===== config.mk =====
export PLATFORM = sky130hd
export DESIGN_NAME = pipe_stage_reg
export DESIGN_NICKNAME = d
export VERILOG_FILES = /design/src/rtl/pipe_stage_reg.sv
export SDC_FILE = /design/constraint.sdc
export NUM_CORES = 1
export LEC_CHECK = 0
export CORE_ASPECT_RATIO = 2
export CORE_UTILIZATION = 35
export CTS_CLUSTER_SIZE = 10
export DETAILED_ROUTE_END_ITERATION = 6
export PLACE_DENSITY_LB_ADDON = 0.05
export SYNTH_ARGS = -nofsm -noshare
export SYNTH_HDL_FRONTEND = slang
export SYNTH_SLANG_ARGS = --single-unit

===== constraint.sdc =====
create_clock -name clk -period 1.2 [get_ports clk]
set_input_delay 0.3 -clock clk [delete_from_list [all_inputs] [get_ports clk]]
set_output_delay 0.3 -clock clk [all_outputs]
set_load 0.05 [all_outputs]

===== src/rtl/pipe_stage_reg.sv =====
// pipe_stage_reg: valid/ready pipeline register with sync flush.
// Define PIPE_STAGE_REG_SKID_EN for a two-entry skid buffer with registered in_ready.
module pipe_stage_reg #(
  parameter int DW = 128,
  parameter logic [DW-1:0] FLUSH_VAL = {DW{1'b0}}
) (
  input  logic          clk,
  input  logic          rst_n,
  input  logic          flush,
  input  logic          in_valid,
  output logic          in_ready,
  input  logic [DW-1:0] in_data,
  output logic          out_valid,
  input  logic          out_ready,
  output logic [DW-1:0] out_data,
  output logic [1:0]    occ
);
  logic          mv_q, mv_d, in_x, out_x;
  logic [DW-1:0] main_q, main_d;
`ifdef PIPE_STAGE_REG_SKID_EN
  logic          sv_q, sv_d, rdy_q, to_skid;
  logic [1:0]    occ_q;
  logic [DW-1:0] skid_q, skid_d;
  always_comb begin
    in_x    = in_valid & rdy_q;
    out_x   = mv_q & out_ready;
    // a new payload parks in the skid entry only when main is held by a stall
    to_skid = in_x & mv_q & ~out_x & ~sv_q;
    main_d  = sv_q ? (out_x ? skid_q : main_q) : ((in_x & ~to_skid) ? in_data : main_q);
    mv_d    = sv_q | in_x | (mv_q & ~out_x);
    sv_d    = (sv_q & ~out_x) | to_skid;
    skid_d  = to_skid ? in_data : skid_q;
  end
  always_ff @(posedge clk) begin
    if (!rst_n || flush) begin
      mv_q   <= 1'b0;
      sv_q   <= 1'b0;
      rdy_q  <= 1'b1;
      occ_q  <= 2'd0;
      main_q <= FLUSH_VAL;
      skid_q <= FLUSH_VAL;
    end else begin
      mv_q   <= mv_d;
      sv_q   <= sv_d;
      rdy_q  <= ~sv_d;
      occ_q  <= {1'b0, mv_d} + {1'b0, sv_d};
      main_q <= main_d;
      skid_q <= skid_d;
    end
  end
  assign in_ready = rdy_q;
  assign occ      = occ_q;
`else
  always_comb begin
    out_x  = mv_q & out_ready;
    in_x   = in_valid & (~mv_q | out_ready);
    main_d = in_x ? in_data : main_q;
    mv_d   = in_x | (mv_q & ~out_x);
  end
  always_ff @(posedge clk) begin
    if (!rst_n || flush) begin
      mv_q   <= 1'b0;
      main_q <= FLUSH_VAL;
    end else begin
      mv_q   <= mv_d;
      main_q <= main_d;
    end
  end
  assign in_ready = ~mv_q | out_ready;
  assign occ      = {1'b0, mv_q};
`endif
  assign out_valid = mv_q;
  assign out_data  = main_q;
endmodule

======== Word-level counts from Yosys, hierarchy flattened ========
Index checks and enable logic that the tools add are counted.
operators by class
  bitwise gates (word level) .............. 7
  reductions and logical operators ........ 2
operator list
  kind              number
  AND 1 bit         3
  NOT 1 bit         2
  OR 1 bit          2
  zero test 1 bit   1
  logical OR 1 bit  1
word-level totals
  register bits after elaboration ......... 129
  output and inout port bits .............. 132

======== Logic depth before layout (Yosys ltp) ========
  depth in word-level cells ............... 4
  mapped depth ............................ 6
  gate-level depth less buffers ........... 3

======== Worst setup path before layout ========
Ideal clock, no wire load.
  path kind ............................... register to register
  start point ............................. reg mv_q (netlist: out_valid)
  end point ............................... reg mv_q (netlist: out_valid)
  arrival time ............................ 1522 ps
  stages on the path, launching flop included .. 5
  data required time ...................... 1040 ps
  library setup time ...................... 160 ps
  path buffers ............................ 2
  setup slack ............................. -482 ps
  cells stage by stage .................... dfxtp_1 nand2b_4 buf_6 clkbuf_1 a21boi_0
between the ends
  word-level cells in the longest chain between the ends .. 4
  elaborated cells on any way between the ends .. 7
RTL lines
  what                      RTL line  source
  start: declaration        18        logic mv_q, mv_d, in_x, out_x;
  start signal: assignment  65        mv_q <= mv_d;
  NOT 1 bit                 -
  OR 1 bit                  -
  via in_ready              11        output logic in_ready,
  AND 1 bit                 56        in_x = in_valid & (~mv_q | out_ready);
  OR 1 bit                  58        mv_d = in_x | (mv_q & ~out_x);
The timed path passes the listed nets, and every way through them passes these cells.
A chain may end at the register's enable or synchronous reset.

======== Final worst setup path ========
  start point ............................. reg mv_q (netlist: out_valid)
  end point ............................... out in_ready
between the ends
  word-level cells in the longest chain between the ends .. 2
RTL lines
  what              RTL line  source
  NOT 1 bit         69        assign in_ready = ~mv_q | out_ready;
  OR 1 bit          69
  end: declaration  11
Every way passes these cells.

==> reports/results.ini <==
[outcome]
status = finished with violations
failed_checks = negative setup slack

[synthesis]
synthAdderAreaFrac_pct = 0
async_flop_share_pct = 0
ys_ff_latch = 129
synthSimpleGateAreaFrac_pct = 24.7
syn_inst = 593
yosysUniqueCellTypes = 17
ys_warn_count = 0
synthMuxAreaShare_pct = 0
synth_compound_area_share_pct = 17.9
postSynthAreaPerCell_um2 = 8.94
synthFlopType = dfxtp_1
synth_edf_count = 0
synth_area_mm2 = 0.00530
syn_nets = 726
synth_top_family_by_area = simple AND/OR/NAND/NOR gates
ys_seq_area_share_pct = 48.7
synth-xor-area-share_pct = 0

[layout]
multi_input_area_mm2 = 0.00245
nFillCells = 910
seqCellArea_mm2 = 0.00276
syn2layout_area_growth_pct = 122
layout-drive-gt1-share_pct = 58.3
final_nets = 1065
postLayoutCellArea_mm2 = 0.0117
utilization_pct = 79.3

[worst_setup_path]
cpMaxStageDelayCell = dfxtp_4
worstSetupEndpointType = output port
cp_max_fo = 2
cp.arrival_ns = 1.10
worst-setup-path-type = flop to output port
critPathMaxStageDelay_ns = 0.36
start_kind = flop
required_ns = 0.90
cp_cell_sequence = nand2b_4 > buf_8 > buf_12

[timing]
worst_slew_pin_slew_ns = 0.587
rsz0062_at_grt = yes
period_share_pct = 117
hold_viol = 0
setup_viol = 201
max_freq_mhz = 715
fin_skew_ns = 0.0101
fin_ws_ns = -0.199
fin_crit_ns = 1.40
slew_headroom_pct = 60.9
fin_tns_setup_ns = -12.86
final_max_slew_viol_count = 0

[clocking]
numCtsBuffers = 17
cts_max_path_buffers = 2
cts_tree = built
cts_sinks = 129
clockRootBuffer = clkbuf_16
h-tree-depth = 4
clkLatencyLatePin_ns = 0.41
clkTransAtPathRegs_ns = 0.06

[job]
cap_violations = 0

[grt]
first_global_vias = 5911
grt_first_pass_wirelength_um = 31000
antenna_found_initial = 2
grt_max_degree = 55
globalRoute.totalOverflow = 0
grt.total_usage_pct = 26.3

[detailed_routing]
first_iter_violations = 302
ant_nets = 0
drc = 0
wirelength_um = 23100
wl_per_cell_um = 20.2
vias = 6110
firstDrtPassIters = 6
via_per_inst = 5.35

[placement]
place.gp.congestion = 0.807
placed_cell_area_mm2 = 0.00969
dp_hpwl_um = 14100
port_buffers = 263
dp_slack_ns = -0.495

[power]
power_density_mw_per_mm2 = 1070
leakage_nw = 4.58
power_w = 0.0126
max-vdd-ir-drop_mv = 1.04

[floorplanning]
chipHeight_um = 176
start_util_pct = 35.8
rows = 63
dieArea_mm2 = 0.0157
core_mm2 = 0.0148
pin_count = 265
die_x_um = 89.0

[hold_path]
min_path_type = primary input to flop

==> path summary, 6_finish.rpt <==
path	endpoint	slack, ns	from	cells past startpoint
min reg2reg	out_data[62]	0.48	out_data[62]	2
max reg2reg	out_data[52]	-0.18	out_valid	7
min	out_data[106]	0.40	in_valid	4
max	in_ready	-0.20	out_valid	3
==> routing by layer <==
metal	wire length, um	vias up	track usage, %	part of all wire (%)
li1	-	2811	-	-
met1	7330	2923	25.3	32
met2	13100	300	48.9	57
met3	1330	76	5.80	5.7
met4	1390	0	15.7	6.0
met5	0	-	0	0
==> cell families after synthesis <==
| logic type | Yosys count |
|---|---|
| AND/OR/NAND/NOR | 259 |
| AO/OA/AOI/OAI | 129 |
| flip-flops | 129 |
| buffers and inverters | 75 |
| other | 1 |
==> flip-flops by register name, summed over array words and instances (netlist names) <==
name / flops
out_data: 128
out_valid: 1
==> critical path: cells and delay by family, from the launching register on <==
family        cells  cell delay [ns]
flops             1             0.36
simple gates      1             0.06
buf+inv           2             0.26
==> through the flow <==
stage	hold WS, ns	std cells
5_1_grt	0.416	1142
3_3_place_gp	0.473	1030
6_report	0.404	1142
3_5_place_dp	0.480	1030
4_1_cts	0.402	1099
2_1_floorplan	0.443	593
==> layout by cell type (no fill, tap or decap), types with 2 or more instances in the layout <==
cell	instances
clkinvlp_4	3
clkdlybuf4s50_1	128
buf_8	10
bufinv_16	2
diode_2	2
dfxtp_4	6
buf_16	9
clkinv_2	3
nand2_1	128
buf_4	72
o21ai_1	2
dlymetal6s2s_1	2
dfxtp_2	123
nand4_1	128
o21ai_2	125
clkbuf_8	3
clkbuf_1	3
buf_6	8
clkbuf_16	31
buf_12	150
==> where the power goes <==
group / leakage (nW) / internal [W] / switching [W]
Clock: 0.279 / 0.00322 / 0.00190
Combinational: 3.19 / 0.00154 / 0.00133
Sequential: 1.11 / 0.00445 / 0.000158
Total: 4.58 / 0.00921 / 0.00339
==> synth_stat cells (3+ instances only) <==
master    number  area share, %
buf_1          3           0.21
buf_2         39            3.7
buf_4          3           0.42
buf_6         15            3.2
clkbuf_1      14           0.99
dfxtp_1      129             49
nand2_1      128            9.1
nand4_1      128             15
o21ai_0        8           0.76
o21ai_1       40            3.8
o21ai_2       80             13
==> area by class of cell <==
type | count | share of cell area, %
tap | 195 | 2.08
inverter | 1 | 0.0320
antenna | 2 | 0.0426
clock inverter | 9 | 0.905
sequential | 129 | 23.5
timing repair buffer | 394 | 48.5
multi-input combinational | 389 | 20.9
clock buffer | 23 | 4.07
==> timing repair <==
action	4_1_cts	5_1_grt
gates cloned	6	15
hold buffers	0	0
setup buffers	31	29
setup endpoints to repair	194	260
pin swaps	43	33
gates resized for setup	183	47
Power figures use the tool's default switching activity.
==> RTL change: new RTL, config.mk and constraints unchanged <==
The option `PIPE_STAGE_REG_SKID_EN` is turned on by a define.
--- a/src/rtl/pipe_stage_reg.sv
+++ b/src/rtl/pipe_stage_reg.sv
@@ -1,5 +1,7 @@
 // pipe_stage_reg: valid/ready pipeline register with sync flush.
 // Define PIPE_STAGE_REG_SKID_EN for a two-entry skid buffer with registered in_ready.
+`define PIPE_STAGE_REG_SKID_EN
+
 module pipe_stage_reg #(
   parameter int DW = 128,
   parameter logic [DW-1:0] FLUSH_VAL = {DW{1'b0}}
Check against the original RTL: not equivalent (Yosys sat finds a counterexample within 4 cycles, from zero or initial values).
==> RTL change against the original RTL <==
- the run still ends with negative setup slack left
- total power increased by 65%
- sequential cell count is 132 higher
- synthesized area increased by 130%
- count of clock-buffer cells in the layout grew 14
- cell area increased by 61%
- worst hold slack got worse by 0.068 ns
- clock skew shrank 0.0011 ns
- wire length up 50%
- worst setup slack got worse by 0.073 ns
- largest cell class is now multi-input gates
- largest power group is now sequential cells
==> RTL change: results <==
set metrics [dict create \
    numPortBuffers 264 \
    numCtsBuffers 30 \
    slew_headroom_pct 85.7 \
    cts_max_path_buffers 3 \
    tns_ns -69.66 \
    overflow 0 \
    reg2reg_depth 6 \
    viasPerCell 4.66 \
    leakage_nw 7.29 \
    grt_pass1_wl_um 51600 \
    cts_max_level 1 \
    critPathLaunch "sv_q" \
    synth.yosys.warnings 0 \
    drtIter0Drc 268 \
    hp-start "in_data[91]" \
    routed_wl_um 34700 \
    fin_ws_ns -0.272 \
    critPathMaxFanout 8 \
    async_reset_ff_share_pct 0 \
    path_clk_slew_ns 0.06 \
    cts-root-buf "clkbuf_16" \
    ys.flop_type "dfxtp_1" \
    min_delay_path_depth 3 \
    failed_checks "negative setup slack" \
    synth_area_leaders "dfxtp_1 43%, mux2i_1 21%, nand2_1 16%" \
    ys_types 19 \
    clkLatencyLatePin_ns 0.55 \
    hpwl_um 22300 \
    drive_gt1_share_pct 35.5 \
    status "finished, violations left" \
    grt_max_degree 43 \
    syn_nets 1408 \
    fillers 2947 \
    ys_seq_area_share_pct 43.2 \
    clock_skew_ns 0.00895 \
    dr.pass1.iters 6 \
    antenna_found_initial 4 \
    fin_nets 1739 \
    arrival_ns 1.90 \
    gp_congestion 0.726 \
    track_usage_pct 18.5 \
    min_path_type "input port to flip-flop" \
    synthTopCellsByCount "514 x nand2_1, 261 x dfxtp_1, 256 x mux2i_1, 128 x mux2_2, 31 x buf_2" \
    setup_violations 390 \
    dpl-instance-area_sq_um 16800 \
    ir_worst_vdd_mv 0.961 \
]
RTL change: logic make-up after synthesis:
group	after synthesis	synth area share, %
mux	384	33.1
compound gates	3	0.155
flops	261	43.2
buf+inv	101	6.82
fa+ha+maj	1	0.104
simple gates	524	16.6
RTL change: per-stage QoR:
step | std cells | worst slack (ns) | utilization [%]
final | 2049 | -0.272 | 56.1
after global routing | 2049 | -0.349 | 56.1
after CTS | 2018 | -0.296 | 54.9
after detailed placement | 1946 | -0.677 | 49.7
after global placement | 1946 | -0.637 | 49.7
after floorplan | 1274 | -0.181 | -
RTL change: worst paths after layout:
path,to,slack (ns)
max,out_data[49],-0.27
min,skid_q[91],0.34
max reg2reg,out_data[49],-0.27
min reg2reg,skid_q[83],0.45
RTL change: area by class of cell:
cell class | instances | area, sq um | area share [%]
antenna | 2 | 5.00 | 0.0264
multi-input combinational | 912 | 6140 | 32.4
clock buffer | 37 | 808 | 4.27
clock inverter | 1 | 5.00 | 0.0264
sequential | 261 | 5480 | 28.9
tap | 436 | 546 | 2.88
timing repair buffer | 400 | 5960 | 31.5
RTL change: per-layer routing:
layer  vias up  global-route usage (%)  routed length, um
met1      4452                    19.3              13100
met5         -                       0                 27
met2       204                    35.7              18900
li1       4841                       -                  -
met3        57                    3.82               1680
met4         4                    6.88                979
RTL change: report_power, final:
part	leakage (nW)	switching (W)	internal, W
registers	2.18	0.000196	0.00883
logic	4.71	0.00164	0.00197
clock network	0.399	0.00348	0.00462
total	7.29	0.00532	0.0154
RTL change: worst max-delay path, cell delays in order, from the launching register on:
cell       delay, ns
dfxtp_4         0.37
buf_4           0.15
buf_12          0.17
clkbuf_16       0.19
mux2_2          0.34
nand2_1         0.06
mux2i_1         0.05
RTL change: repair_timing:
action | 4_1_cts | 5_1_grt
buffers inserted | 25 | 22
endpoints found under the setup margin | 386 | 390
resized for setup | 192 | 42
pin swaps | 8 | 1
cloned | 9 | 12
